==> src/rtl/lcd_bus_responder.sv <==
// HD44780-style responder for the 4-bit LCD write bus: init recognition, nibble pairing, command decode,
// 80-byte DDRAM image, busy modelling and sticky error flags. Optional E/setup timing checks: LCD_RESPONDER_TIMING_CHECK_EN.
module lcd_bus_responder #(
    parameter int unsigned POWERON_CYCLES    = 750000,
    parameter int unsigned CMD_BUSY_CYCLES   = 2000,
    parameter int unsigned CLEAR_BUSY_CYCLES = 82000,
    parameter int unsigned MIN_E_HIGH        = 12,
    parameter int unsigned MIN_SETUP         = 2
) (
    input  logic       Clock,
    input  logic       Reset,
    input  logic       iLCD_Enabled,
    input  logic       iLCD_RegisterSelect,
    input  logic       iLCD_ReadWrite,
    input  logic [3:0] iLCD_Data,
    input  logic [6:0] iRdAddr,
    output logic [7:0] oRdData,
    output logic       oByteValid,
    output logic [7:0] oByte,
    output logic       oByteIsData,
    output logic       oInitDone,
    output logic       oDisplayOn,
    output logic [6:0] oCursorAddr,
    output logic       oBusy,
    output logic [3:0] oErrors
);

    localparam logic [1:0] ST_PWRON   = 2'd0;
    localparam logic [1:0] ST_INIT8   = 2'd1;
    localparam logic [1:0] ST_BYTE_HI = 2'd2;
    localparam logic [1:0] ST_BYTE_LO = 2'd3;

    localparam int unsigned PWR_W    = $clog2(POWERON_CYCLES + 2);
    localparam int unsigned BUSY_MAX = (CLEAR_BUSY_CYCLES > CMD_BUSY_CYCLES) ? CLEAR_BUSY_CYCLES : CMD_BUSY_CYCLES;
    localparam int unsigned BUSY_W   = $clog2(BUSY_MAX + 2);

    localparam logic [PWR_W-1:0]  PWR_LAST   = PWR_W'(POWERON_CYCLES);
    localparam logic [BUSY_W-1:0] CMD_LOAD   = BUSY_W'(CMD_BUSY_CYCLES);
    localparam logic [BUSY_W-1:0] CLEAR_LOAD = BUSY_W'(CLEAR_BUSY_CYCLES);

    // The clear sweep needs one cycle per cell, so the clear busy time must cover it; timing counters saturate at 8 bits.
    if (CLEAR_BUSY_CYCLES < 80 || MIN_E_HIGH > 254 || MIN_SETUP > 254) begin : g_param_check
        $error("lcd_bus_responder: illegal parameter combination");
    end

    function automatic logic addr_legal(input logic [6:0] a);
        return (a[5:0] <= 6'h27);
    endfunction

    function automatic logic [6:0] lin_index(input logic [6:0] a);
        return a[6] ? (7'({1'b0, a[5:0]}) + 7'd40) : a;
    endfunction

    function automatic logic [6:0] set_addr(input logic [6:0] a);
        if (a >= 7'h68)
            return 7'h00;
        if (a >= 7'h28 && a < 7'h40)
            return 7'h40;
        return a;
    endfunction

    function automatic logic [6:0] step_addr(input logic [6:0] a, input logic inc);
        if (inc) begin
            if (a == 7'h27) return 7'h40;
            if (a == 7'h67) return 7'h00;
            return a + 7'd1;
        end
        if (a == 7'h00) return 7'h67;
        if (a == 7'h40) return 7'h27;
        return a - 7'd1;
    endfunction

    logic [1:0]        state_q, state_d;
    logic [PWR_W-1:0]  pwr_cnt_q, pwr_cnt_d;
    logic [BUSY_W-1:0] busy_cnt_q, busy_cnt_d;
    logic              e_prev_q, rs_prev_q, rw_prev_q;
    logic [3:0]        db_prev_q;
    logic [3:0]        hi_nib_q, hi_nib_d;
    logic              byte_valid_q, byte_valid_d;
    logic [7:0]        byte_q, byte_d;
    logic              byte_is_data_q, byte_is_data_d;
    logic              init_done_q, init_done_d;
    logic              disp_on_q, disp_on_d;
    logic [6:0]        addr_q, addr_d;
    logic              incr_q, incr_d;
    logic [3:0]        err_q, err_d;
    logic              sweep_act_q, sweep_act_d;
    logic [6:0]        sweep_idx_q, sweep_idx_d;
    logic [7:0]        rd_data_q, rd_data_d;
    logic [7:0]        ddram_q [0:79];

    logic       strobe, busy;
    logic       emit, emit_rs, decode, decode_data;
    logic [7:0] emit_byte;
    logic       mem_we;
    logic [6:0] mem_idx;
    logic [7:0] mem_wdata;

`ifdef LCD_RESPONDER_TIMING_CHECK_EN
    localparam logic [7:0] MIN_E_HIGH_C = 8'(MIN_E_HIGH);
    localparam logic [7:0] MIN_SETUP_C  = 8'(MIN_SETUP);
    logic [7:0] e_hi_cnt_q, e_hi_cnt_d;
    logic [7:0] stable_cnt_q, stable_cnt_d;
`endif

    assign strobe = e_prev_q & ~iLCD_Enabled;
    assign busy   = (busy_cnt_q != '0);

    always_comb begin
        state_d        = state_q;
        pwr_cnt_d      = pwr_cnt_q;
        busy_cnt_d     = busy ? (busy_cnt_q - BUSY_W'(1)) : busy_cnt_q;
        hi_nib_d       = hi_nib_q;
        byte_valid_d   = 1'b0;
        byte_d         = byte_q;
        byte_is_data_d = byte_is_data_q;
        init_done_d    = init_done_q;
        disp_on_d      = disp_on_q;
        addr_d         = addr_q;
        incr_d         = incr_q;
        err_d          = err_q;
        sweep_act_d    = sweep_act_q;
        sweep_idx_d    = sweep_idx_q;
        emit           = 1'b0;
        emit_rs        = 1'b0;
        emit_byte      = 8'h00;
        decode         = 1'b0;
        decode_data    = 1'b0;
        mem_we         = 1'b0;
        mem_idx        = sweep_idx_q;
        mem_wdata      = 8'h20;
        rd_data_d      = addr_legal(iRdAddr) ? ddram_q[lin_index(iRdAddr)] : 8'h20;

        if (state_q == ST_PWRON) begin
            if (pwr_cnt_q == PWR_LAST)
                state_d = ST_INIT8;
            else
                pwr_cnt_d = pwr_cnt_q + PWR_W'(1);
        end

        if (sweep_act_q) begin
            mem_we = 1'b1;
            if (sweep_idx_q == 7'd79)
                sweep_act_d = 1'b0;
            else
                sweep_idx_d = sweep_idx_q + 7'd1;
        end

        // Read strobes are rejected outright so the nibble phase stays where it was.
        if (strobe) begin
            if (rw_prev_q) begin
                err_d[2] = 1'b1;
            end else begin
                if (busy)
                    err_d[0] = 1'b1;
                case (state_q)
                    ST_PWRON: err_d[1] = 1'b1;
                    ST_INIT8: begin
                        emit      = 1'b1;
                        emit_byte = {db_prev_q, 4'h0};
                        emit_rs   = rs_prev_q;
                        if (db_prev_q == 4'h2) begin
                            state_d     = ST_BYTE_HI;
                            init_done_d = 1'b1;
                        end else if (db_prev_q != 4'h3) begin
                            decode = 1'b1;
                        end
                    end
                    ST_BYTE_HI: begin
                        hi_nib_d = db_prev_q;
                        state_d  = ST_BYTE_LO;
                    end
                    default: begin
                        emit        = 1'b1;
                        emit_byte   = {hi_nib_q, db_prev_q};
                        emit_rs     = rs_prev_q;
                        decode      = 1'b1;
                        decode_data = rs_prev_q;
                        state_d     = ST_BYTE_HI;
                    end
                endcase
            end
        end

        if (emit) begin
            byte_valid_d   = 1'b1;
            byte_d         = emit_byte;
            byte_is_data_d = emit_rs;
            busy_cnt_d     = CMD_LOAD;
        end

        if (decode) begin
            if (decode_data) begin
                mem_we      = 1'b1;
                mem_idx     = lin_index(addr_q);
                mem_wdata   = emit_byte;
                addr_d      = step_addr(addr_q, incr_q);
                sweep_act_d = 1'b0;
            end else if (emit_byte[7]) begin
                addr_d = set_addr(emit_byte[6:0]);
            end else if (emit_byte == 8'h01) begin
                sweep_act_d = 1'b1;
                sweep_idx_d = 7'd0;
                addr_d      = 7'h00;
                incr_d      = 1'b1;
                busy_cnt_d  = CLEAR_LOAD;
            end else if (emit_byte[7:1] == 7'h01) begin
                addr_d     = 7'h00;
                busy_cnt_d = CLEAR_LOAD;
            end else if (emit_byte[7:2] == 6'h01) begin
                incr_d = emit_byte[1];
            end else if (emit_byte[7:3] == 5'h01) begin
                disp_on_d = emit_byte[2];
            end
        end

`ifdef LCD_RESPONDER_TIMING_CHECK_EN
        e_hi_cnt_d   = iLCD_Enabled ? ((e_hi_cnt_q == 8'hFF) ? e_hi_cnt_q : e_hi_cnt_q + 8'd1) : 8'd0;
        stable_cnt_d = ({iLCD_RegisterSelect, iLCD_Data} != {rs_prev_q, db_prev_q}) ? 8'd0 :
                       ((stable_cnt_q == 8'hFF) ? stable_cnt_q : stable_cnt_q + 8'd1);
        if (strobe && e_hi_cnt_q < MIN_E_HIGH_C)
            err_d[3] = 1'b1;
        if (iLCD_Enabled && !e_prev_q && stable_cnt_q < MIN_SETUP_C)
            err_d[3] = 1'b1;
`else
        err_d[3] = 1'b0;
`endif
    end

    always_ff @(posedge Clock) begin
        if (Reset) begin
            state_q        <= ST_PWRON;
            pwr_cnt_q      <= '0;
            busy_cnt_q     <= '0;
            e_prev_q       <= 1'b0;
            rs_prev_q      <= 1'b0;
            rw_prev_q      <= 1'b0;
            db_prev_q      <= 4'h0;
            hi_nib_q       <= 4'h0;
            byte_valid_q   <= 1'b0;
            byte_q         <= 8'h00;
            byte_is_data_q <= 1'b0;
            init_done_q    <= 1'b0;
            disp_on_q      <= 1'b0;
            addr_q         <= 7'h00;
            incr_q         <= 1'b1;
            err_q          <= 4'h0;
            sweep_act_q    <= 1'b0;
            sweep_idx_q    <= 7'd0;
            rd_data_q      <= 8'h00;
        end else begin
            state_q        <= state_d;
            pwr_cnt_q      <= pwr_cnt_d;
            busy_cnt_q     <= busy_cnt_d;
            e_prev_q       <= iLCD_Enabled;
            rs_prev_q      <= iLCD_RegisterSelect;
            rw_prev_q      <= iLCD_ReadWrite;
            db_prev_q      <= iLCD_Data;
            hi_nib_q       <= hi_nib_d;
            byte_valid_q   <= byte_valid_d;
            byte_q         <= byte_d;
            byte_is_data_q <= byte_is_data_d;
            init_done_q    <= init_done_d;
            disp_on_q      <= disp_on_d;
            addr_q         <= addr_d;
            incr_q         <= incr_d;
            err_q          <= err_d;
            sweep_act_q    <= sweep_act_d;
            sweep_idx_q    <= sweep_idx_d;
            rd_data_q      <= rd_data_d;
        end
    end

`ifdef LCD_RESPONDER_TIMING_CHECK_EN
    always_ff @(posedge Clock) begin
        if (Reset) begin
            e_hi_cnt_q   <= 8'd0;
            stable_cnt_q <= 8'd0;
        end else begin
            e_hi_cnt_q   <= e_hi_cnt_d;
            stable_cnt_q <= stable_cnt_d;
        end
    end
`endif

    // DDRAM contents survive reset, like the real controller.
    always_ff @(posedge Clock) begin
        if (mem_we && !Reset)
            ddram_q[mem_idx] <= mem_wdata;
    end

    assign oRdData     = rd_data_q;
    assign oByteValid  = byte_valid_q;
    assign oByte       = byte_q;
    assign oByteIsData = byte_is_data_q;
    assign oInitDone   = init_done_q;
    assign oDisplayOn  = disp_on_q;
    assign oCursorAddr = addr_q;
    assign oBusy       = busy;
    assign oErrors     = err_q;

endmodule
==> config.mk <==
export PLATFORM = sky130hd
export DESIGN_NAME = lcd_bus_responder
export DESIGN_NICKNAME = d
export VERILOG_FILES = /design/src/rtl/lcd_bus_responder.sv
export SDC_FILE = /design/constraint.sdc
export NUM_CORES = 1
export LEC_CHECK = 0
export ABC_AREA = 1
export CORE_ASPECT_RATIO = 1.2
export CORE_MARGIN = 3
export CORE_UTILIZATION = 45
export DETAILED_ROUTE_END_ITERATION = 16
export MAX_ROUTING_LAYER = met4
export SYNTH_ARGS = -nofsm -noshare
export SYNTH_HDL_FRONTEND = slang
export SYNTH_SLANG_ARGS = --single-unit
==> constraint.sdc <==
create_clock -name Clock -period 4.7 [get_ports Clock]
set_clock_uncertainty 0.1 [all_clocks]
set_input_delay 0.47 -clock Clock [delete_from_list [all_inputs] [get_ports Clock]]
set_output_delay 0.47 -clock Clock [all_outputs]
set_load 0.03 [all_outputs]
# Yosys cells after proc, flatten, opt, wreduce, memory -nomap -nowiden
# Memories as Yosys holds them, arrays and structs flattened.
# Cells that the tools add are included.
[word_totals] ff_bits=90 mem_bits_rw=640 word_cells=185 n_memories=1
[op_classes] n_addsub=7 magnitude_cmp=4 n_eq_ne=14 n_mux=106 n_bitwise=10 reduce_logical=20
[memory_table] memory="ddram_q" depth=80 word_bits=8 read_ports=1 rd_clocked_by_memory_dff=0 wr=1 line_no="90" text="logic [7:0] ddram_q [0:79];"
[ops] op="two-way mux 7 bit" count=28
[ops] op="two-way mux 17 bit" count=7
[ops] op="two-way mux 1 bit" count=58
[ops] op="two-way mux 8 bit" count=4
[ops] op="== test 7 bit, second input constant" count=3
[ops] op="adder 20 x 1 -> 20 bit, second input constant" count=1
[ops] op="== test 20 bit, second input constant" count=1
[ops] op="nonzero test 17 bit" count=1
[ops] op="subtractor 17 x 1 -> 17 bit, second input constant" count=1
[ops] op="one-hot mux 8 bit (2 select lines)" count=1
[ops] op="adder 6 x 6 -> 7 bit, second input constant" count=2
[ops] op="adder 7 x 1 -> 7 bit, second input constant" count=2
[ops] op="two-way mux 2 bit" count=5
[ops] op="inverter 1 bit" count=9
[ops] op="AND reduction 3 bit" count=3
[ops] op="== test 8 x 1 -> 1 bit, second input constant" count=1
[ops] op="== test 7 x 1 -> 1 bit, second input constant" count=1
[ops] op="== test 7 x 6 -> 1 bit, second input constant" count=1
[ops] op="greater-or-equal comparator 7 x 6 -> 1 bit, second input constant" count=1
[ops] op="greater-or-equal comparator 7 bit, second input constant" count=1
[ops] op="zero test 7 bit" count=1
[ops] op="less-than comparator 7 bit, second input constant" count=1
[ops] op="AND reduction 7 bit" count=1
[ops] op="subtractor 7 x 1 -> 7 bit, second input constant" count=1
[ops] op="22 further kinds" count=26

# Longest topological paths before layout
# Gate-level depths: netlist of the first run.
[logic_depth] ltp_word=20 depth_mapped=14 mapped_depth_nobuf=13

# Worst setup path before layout of the first run
# OpenSTA, ideal clock, no wires.
[synth_timing] path_type="input port to flip-flop" startpoint="input iLCD_Enabled" endpoint="memory ddram_q[0][1], data pin" setup_time_ns=0.573 arrival_time_ns=2.953 setup_slack_ns=1.074 path_stages=7 path_cell_list="inv_1 > nand2_1 > nor2_2 > nand2_1 > nor2_2 > inv_1 > nor2_1"
[synth_via] elab_chain_len=5 elab_cells_between_ends=7
[synth_lines] item="start, declared" line_no="12" text="input logic iLCD_Enabled,"
[synth_lines] item="inverter 1 bit *" line_no="106" text="assign strobe = e_prev_q & ~iLCD_Enabled;"
[synth_lines] item="AND 1 bit *" line_no="106"
[synth_lines] item="two-way mux 8 bit / two-way mux 1 bit (equally long branches)" line_no="150" text="if (strobe) begin"
[synth_lines] item="two-way mux 8 bit" line_no="193" text="if (decode_data) begin"
[synth_lines] item="two-way mux 8 bit *" line_no="192" text="if (decode) begin"
[synth_lines] item="via mem_wdata[1]" line_no="97" text="logic [7:0] mem_wdata;"
[synth_lines] item="end, declared" line_no="90"
# The timed path passes the listed nets; every way through them passes the cells marked *.

# Final worst setup path of the first run
[layout_timing] startpoint="register e_prev_q" endpoint="memory ddram_q[6][1], enable pin"
[layout_via] elab_chain_len=7 elab_cells_between_ends=10
[layout_lines] item="start, declared" line_no="76" text="logic e_prev_q, rs_prev_q, rw_prev_q;"
[layout_lines] item="start signal, assigned" line_no="255" text="e_prev_q <= iLCD_Enabled;"
[layout_lines] item="AND 1 bit *" line_no="106"
[layout_lines] item="two-way mux 1 bit" line_no="150"
[layout_lines] item="two-way mux 1 bit" line_no="193"
[layout_lines] item="two-way mux 1 bit" line_no="192"
[layout_lines] item="logical AND 1 bit" line_no="288" text="if (mem_we && !Reset)"
[layout_lines] item="two-way mux 1 bit" line_no="288"
[layout_lines] item="two-way mux 1 bit (not written as such)" line_no="289" text="ddram_q[mem_idx] <= mem_wdata;"
# Mark *: on every way between the ends. The rest lies on a longest branch, timed or not.

==> flow_metrics.env, run 1 <==
export IMPL_status="completed"
export IMPL_yosysSeqAreaShare_pct=68.46
export IMPL_place_area_um2=32130
export IMPL_nNetsFinal=2912
export IMPL_p_per_area_nw_per_um2=406.5
export IMPL_leakagePower_nw=13.16
export IMPL_cpMostUsedCell="nor2_4"
export IMPL_coreArea_um2=67270
export IMPL_synth_compound_area_share_pct=3.720
export IMPL_fp_dieH_um=292
export IMPL_drtIter0Drc=1905
export IMPL_synthMuxAreaShare_pct=0
export IMPL_grt_use_total_pct=23.58
export IMPL_start_util_pct=45.59
export IMPL_synth_ff_type="edfxtp_1"
export IMPL_min_period_ns=3.572
export IMPL_grt_max_degree=177
export IMPL_syn_avg_cell_area_um2=10.67
export IMPL_drt_wl_total_um=81780
export IMPL_relSlewSlack_pct=34.15
export IMPL_portBuffers=46
export IMPL_startpoint_type="flip-flop"
export IMPL_avgViaCountPerCell=5.580
export IMPL_dp_hpwl_um=50740
export IMPL_drt_pass1_iterations=6
export IMPL_cts_buffer_depth=3
export IMPL_die_x_um=244.3
export IMPL_syn_nets=2902
export IMPL_worst_pin_slew_ns=0.9854
export IMPL_hp_class="input pin to flip-flop"
export IMPL_syn_area_um2=30670
export IMPL_cts_resized_gates=0
export IMPL_synth_edf_count=640
export IMPL_root_buffer="clkbuf_16"
export IMPL_crit_arrival_ns=3.71
export IMPL_drive_gt1_share_pct=7.046
export IMPL_worstPathMaxFanout=24
export IMPL_synth_xor_area_share_pct=0.7138
export IMPL_fin_setup_tns_ns=0
export IMPL_io_pin_count=48
export IMPL_max_freq_ghz=0.2800
export IMPL_crit_chain="inv_2, nor2_4, nand2_2, nor2_4, nand2_4, o21ai_2, inv_1, nor3_2, nand2_1, nor2_1"
export IMPL_grt_first_pass_wirelength_um=124300
export IMPL_grt_pass1_vias=21118
export IMPL_antenna_found_initial=0
export IMPL_die_area_um2=71340
export IMPL_required_ns=4.84
export IMPL_clk_latency_ns=0.61
export IMPL_finalHoldViolCount=0
export IMPL_cp_slowest_cell="nor2_1"
export IMPL_synth_common_cells="nand2_1 (765), edfxtp_1 (640), nand3_1 (544)"
export IMPL_num_vias=21421
export IMPL_ctsHtreeMaxLevel=3
export IMPL_overflow=0
export IMPL_yosys_cell_count_top_type="nand2_1"
export IMPL_maxSlewViolCount=0
export IMPL_rsz0062_at_grt="no"
export IMPL_critPathCaptureType="flip-flop"
export IMPL_path_clk_slew_ns=0.06
export IMPL_synthArstFlopShare_pct=0
export IMPL_period_share_pct=75.99
export IMPL_synth_top_cell_by_area="edfxtp_1"
export IMPL_ys_ff_latch=729
export IMPL_final_cell_area_um2=34560
export IMPL_cts_tree="done"
export IMPL_setup_viol=0
export IMPL_rows=104
export IMPL_yosys_top_cells_area="edfxtp_1 (63%), nand2_1 (9.4%), nand3_1 (8.9%)"
export IMPL_cts_buffers=73
export IMPL_fill_cells=5966
export IMPL_synth_distinct_cells=45
export IMPL_area_delta_synth_final_pct=12.69
export IMPL_diodes=0
export IMPL_synth_simple_area_share_pct=23.18
export IMPL_drc=0
export IMPL_yosys_area_top_type_share_pct=62.66
export IMPL_post_route_util_pct=51.38
export IMPL_post_cts_setup_buffers=0
export IMPL_drt_wirelength_per_cell_um=21.30
export IMPL_max_stage_delay_ns=0.82
export IMPL_synth_top_family_by_area="simple AND/OR/NAND/NOR gates"
export IMPL_gp_congestion=0.9058
export IMPL_yosysWarningCount=0
export IMPL_postRouteAntennaNets=0
export IMPL_ir_drop_mv=0.3237
export IMPL_crit_type="flip-flop to flip-flop"
export IMPL_syn_inst=2876
export IMPL_clock_sinks=729
export IMPL_yosys_area_share_adder_pct=0.4079
export IMPL_max_cap_violations=0
export IMPL_ctsHoldBuffers=0
-- cells by family (layout without fill, tap and decap cells) --
family | Yosys count | after routing
simple gates | 1644 | 1644
xor+xnor | 25 | 25
other cells | 1 | 1
fa+ha+maj | 10 | 10
compound gates | 197 | 197
flops | 729 | 729
buf+inv | 270 | 332
-- worst max-delay path, delay by kind of cell, from the launching register on --
kind            cells  cell delay, ns
compound gates      1            0.29
buf+inv             2            0.25
flops               1            0.34
simple gates        7            2.20
-- layout by cell type (no fill, tap or decap), drive strengths merged, types with 3 or more instances in the layout --
cell type,n
nor3,25
xnor2,7
clkinvlp,4
clkinv,25
o21ai,98
bufinv,9
ha,10
xor2,18
buf,45
nand3,546
o221ai,20
nand4,30
nor2,253
inv,115
edfxtp,640
o22ai,13
nand2,776
nor4,8
clkbuf,92
clkdlybuf4s50,42
nand3b,3
a21oi,55
dfxtp,89
-- registers in the layout, summed over array words and instances, names as in the netlist --
signal,cells
sweep_idx_q,7
oCursorAddr,7
busy_cnt_q,17
oInitDone,1
oErrors,3
pwr_cnt_q,20
rw_prev_q,1
ddram_q,640
oRdData,8
state_q,2
oByteIsData,1
oDisplayOn,1
e_prev_q,1
sweep_act_q,1
oByteValid,1
incr_q,1
hi_nib_q,4
oByte,8
rs_prev_q,1
db_prev_q,4
-- metrics by stage --
stage / worst slack, ns / hold WS [ns] / instances / total power, mW
after global routing: 0.9707 / 0.1605 / 3839 / 14.55
after floorplan: 1.074 / 0.3533 / 2876 / 7.938
final: 1.128 / 0.1307 / 3839 / 14.05
after global placement: 0.6016 / 0.3541 / 3712 / 8.231
after CTS: 1.153 / 0.1162 / 3839 / 14.13
after detailed placement: 0.5464 / 0.3551 / 3712 / 8.244
-- per-layer routing --
metal  vias up  GRT usage [%]  routed length (µm)
li1      10043              -                   -
met1     10355          28.35               31720
met2       823          39.74               41130
met3       200          3.205                5177
met4         0          10.54                3760
met5         -              -                   0
-- power by group --
group / switching, mW / internal (mW) / total [mW]
sequential: 0.0512 / 7.01 / 7.06
combinational: 0.735 / 0.328 / 1.06
clock: 2.39 / 3.54 / 5.93
total: 3.18 / 10.9 / 14.1
-- final cells by class --
class	instances	area (µm²)	share of cell area (%)
clock inverters	35	411.6	1.191
flip-flops and latches	729	21000	60.76
inverters	118	452.9	1.310
multi-input cells	1877	8660	25.05
well taps	901	1127	3.262
repair buffers	87	888.4	2.570
clock buffers	92	2024	5.857
-- final timing paths --
kind | from | to | slack (ns) | depth (start not counted)
setup / recovery | e_prev_q | ddram_q[6][1] | 1.13 | 10
hold / removal | Reset | oErrors[0] | 0.13 | 2
hold reg to reg | oByteIsData | oByteIsData | 0.37 | 2
setup reg to reg | e_prev_q | ddram_q[6][1] | 1.13 | 10
Note: power is estimated with default switching activity, not from simulation.
==> inputs of run 2 (changes only) <==
Clock period 4.7 ns to 3.4 ns, I/O delays scaled along.
==> flow_metrics.env, run 2 (synthesis gave the netlist of run 1 again) <==
export IMPL_r2r_cells=9
export IMPL_ctsHoldBuffers=0
export IMPL_maxSlewViolCount=0
export IMPL_postRouteAntennaNets=0
export IMPL_grt_use_total_pct=23.71
export IMPL_fp_dieH_um=292
export IMPL_die_area_um2=71340
export IMPL_worstReg2RegStart="oCursorAddr[3]"
export IMPL_cts_tree="done"
export IMPL_whs_endpoint="rs_prev_q"
export IMPL_post_route_util_pct=52.42
export IMPL_start_util_pct=45.59
export IMPL_grt_pass1_vias=21373
export IMPL_cp_startpoint="busy_cnt_q[0]"
export IMPL_finalHoldViolCount=0
export IMPL_crit_type="flip-flop to output pin"
export IMPL_drt_wl_total_um=82520
export IMPL_drt_pass1_iterations=6
export IMPL_nNetsFinal=3006
export IMPL_leakagePower_nw=13.63
export IMPL_path_clk_slew_ns=0.06
export IMPL_period_share_pct=85.44
export IMPL_avgViaCountPerCell=5.491
export IMPL_crit_arrival_ns=2.47
export IMPL_worst_pin_slew_ns=0.7759
export IMPL_drt_wirelength_per_cell_um=20.98
export IMPL_max_freq_ghz=0.3442
export IMPL_rsz0062_at_grt="no"
export IMPL_relSlewSlack_pct=48.08
export IMPL_coreArea_um2=67270
export IMPL_min_delay_path_depth=2
export IMPL_final_cell_mix="nand2_1 (764), edfxtp_1 (640), nand3_1 (544)"
export IMPL_num_vias=21595
export IMPL_clock_sinks=729
export IMPL_drive_gt1_share_pct=9.598
export IMPL_cts_buffers=73
export IMPL_hp_class="input pin to flip-flop"
export IMPL_setup_viol=0
export IMPL_top_register="ddram_q"
export IMPL_ctsHtreeMaxLevel=3
export IMPL_grt_first_pass_wirelength_um=125300
export IMPL_ir_drop_mv=0.5251
export IMPL_finalPower_mw=18.99
export IMPL_diodes=0
export IMPL_worstPathMaxFanout=8
export IMPL_antenna_found_initial=0
export IMPL_required_ns=2.96
export IMPL_drc=0
export IMPL_final_cells=3933
export IMPL_fill_cells=5933
export IMPL_portBuffers=46
export IMPL_status="completed"
export IMPL_layout_commonest_cell="nand2_1"
export IMPL_clk_latency_ns=0.62
export IMPL_root_buffer="clkbuf_16"
export IMPL_max_cap_violations=0
export IMPL_largest_reg_flops=640
export IMPL_place_inst=3806
export IMPL_min_period_ns=2.905
export IMPL_startpoint_type="flip-flop"
export IMPL_grt_max_degree=166
export IMPL_cts_resized_gates=0
export IMPL_critPathCaptureType="output pin"
export IMPL_worstHoldStart="Reset"
export IMPL_top_regs="ddram_q (640), pwr_cnt_q (20), busy_cnt_q (17)"
export IMPL_worst_slack_ns=0.4949
export IMPL_die_x_um=244.3
export IMPL_gp_congestion=0.9081
export IMPL_pre_cts_ws_ns=0.06688
export IMPL_dp_hpwl_um=51810
export IMPL_overflow=0
export IMPL_post_cts_setup_buffers=0
export IMPL_p_per_area_nw_per_um2=538.4
export IMPL_reg2reg_slack_ns=0.57
export IMPL_cts_buffer_depth=3
export IMPL_rows=104
export IMPL_r2r_end="ddram_q[20][0]"
export IMPL_io_pin_count=48
export IMPL_area_delta_synth_final_pct=14.97
export IMPL_drtIter0Drc=1960
-- run 2: area by class of cell --
type | count | area [µm²] | area share, %
Timing Repair Buffer | 181 | 1744 | 4.946
Tap cell | 901 | 1127 | 3.197
Inverter | 118 | 452.9 | 1.284
Clock buffer | 85 | 1946 | 5.517
Sequential cell | 729 | 21000 | 59.55
Multi-Input combinational cell | 1877 | 8660 | 24.55
Clock inverter | 42 | 336.6 | 0.9544
-- run 2: critical path, stage by stage (launching register included) --
cell,delay (ns)
dfxtp_1,0.31
inv_1,0.11
ha_1,0.19
nand3_1,0.08
nor2_1,0.15
nand3_1,0.31
clkdlybuf4s50_1,0.71
-- run 2: worst max path at each step --
stage | end | cells after the start
after floorplan | ddram_q[0][7] | 7
after global placement | ddram_q[63][5] | 11
after detailed placement | ddram_q[63][6] | 11
after CTS | oBusy | 6
after global routing | oBusy | 6
final | oBusy | 6
-- run 2: per-layer routing --
layer,GRT usage (%),part of all wire (%),vias up
met5,-,0,-
met4,9.464,3.6,0
met3,3.086,6.2,156
met2,40.50,51,791
met1,28.58,39,10417
li1,-,-,10231
-- run 2: power breakdown --
| part | internal [mW] | switching, mW | total, mW |
|---|---|---|---|
| sequential | 9.69 | 0.0723 | 9.76 |
| clock | 4.46 | 3.26 | 7.72 |
| combinational | 0.474 | 1.04 | 1.51 |
-- run 2: per-stage QoR --
| stage | instance area, µm² | TNS [ns] | hold slack (ns) |
|---|---|---|---|
| final | 35270 | 0 | 0.1088 |
| after detailed placement | 32980 | 0 | 0.3380 |
| after CTS | 35270 | 0 | 0.07397 |
| after global routing | 35270 | 0 | 0.1196 |
| after floorplan | 30680 | -40.92 | 0.3470 |
| after global placement | 32980 | 0 | 0.3352 |
==> inputs of run 3 (changes only) <==
--- a/constraint.sdc
+++ b/constraint.sdc
@@ -4,2 +4,2 @@
 set_output_delay 0.34 -clock Clock [all_outputs]
-set_load 0.03 [all_outputs]
+set_load 0.02 [all_outputs]
==> results of run 3 <==
Same layout as run 2 (identical final DEF). Status: completed.
Among the figures that moved: setup slack after layout 0.4949 ns -> 0.5494 ns; total power 18.99 mW -> 18.97 mW
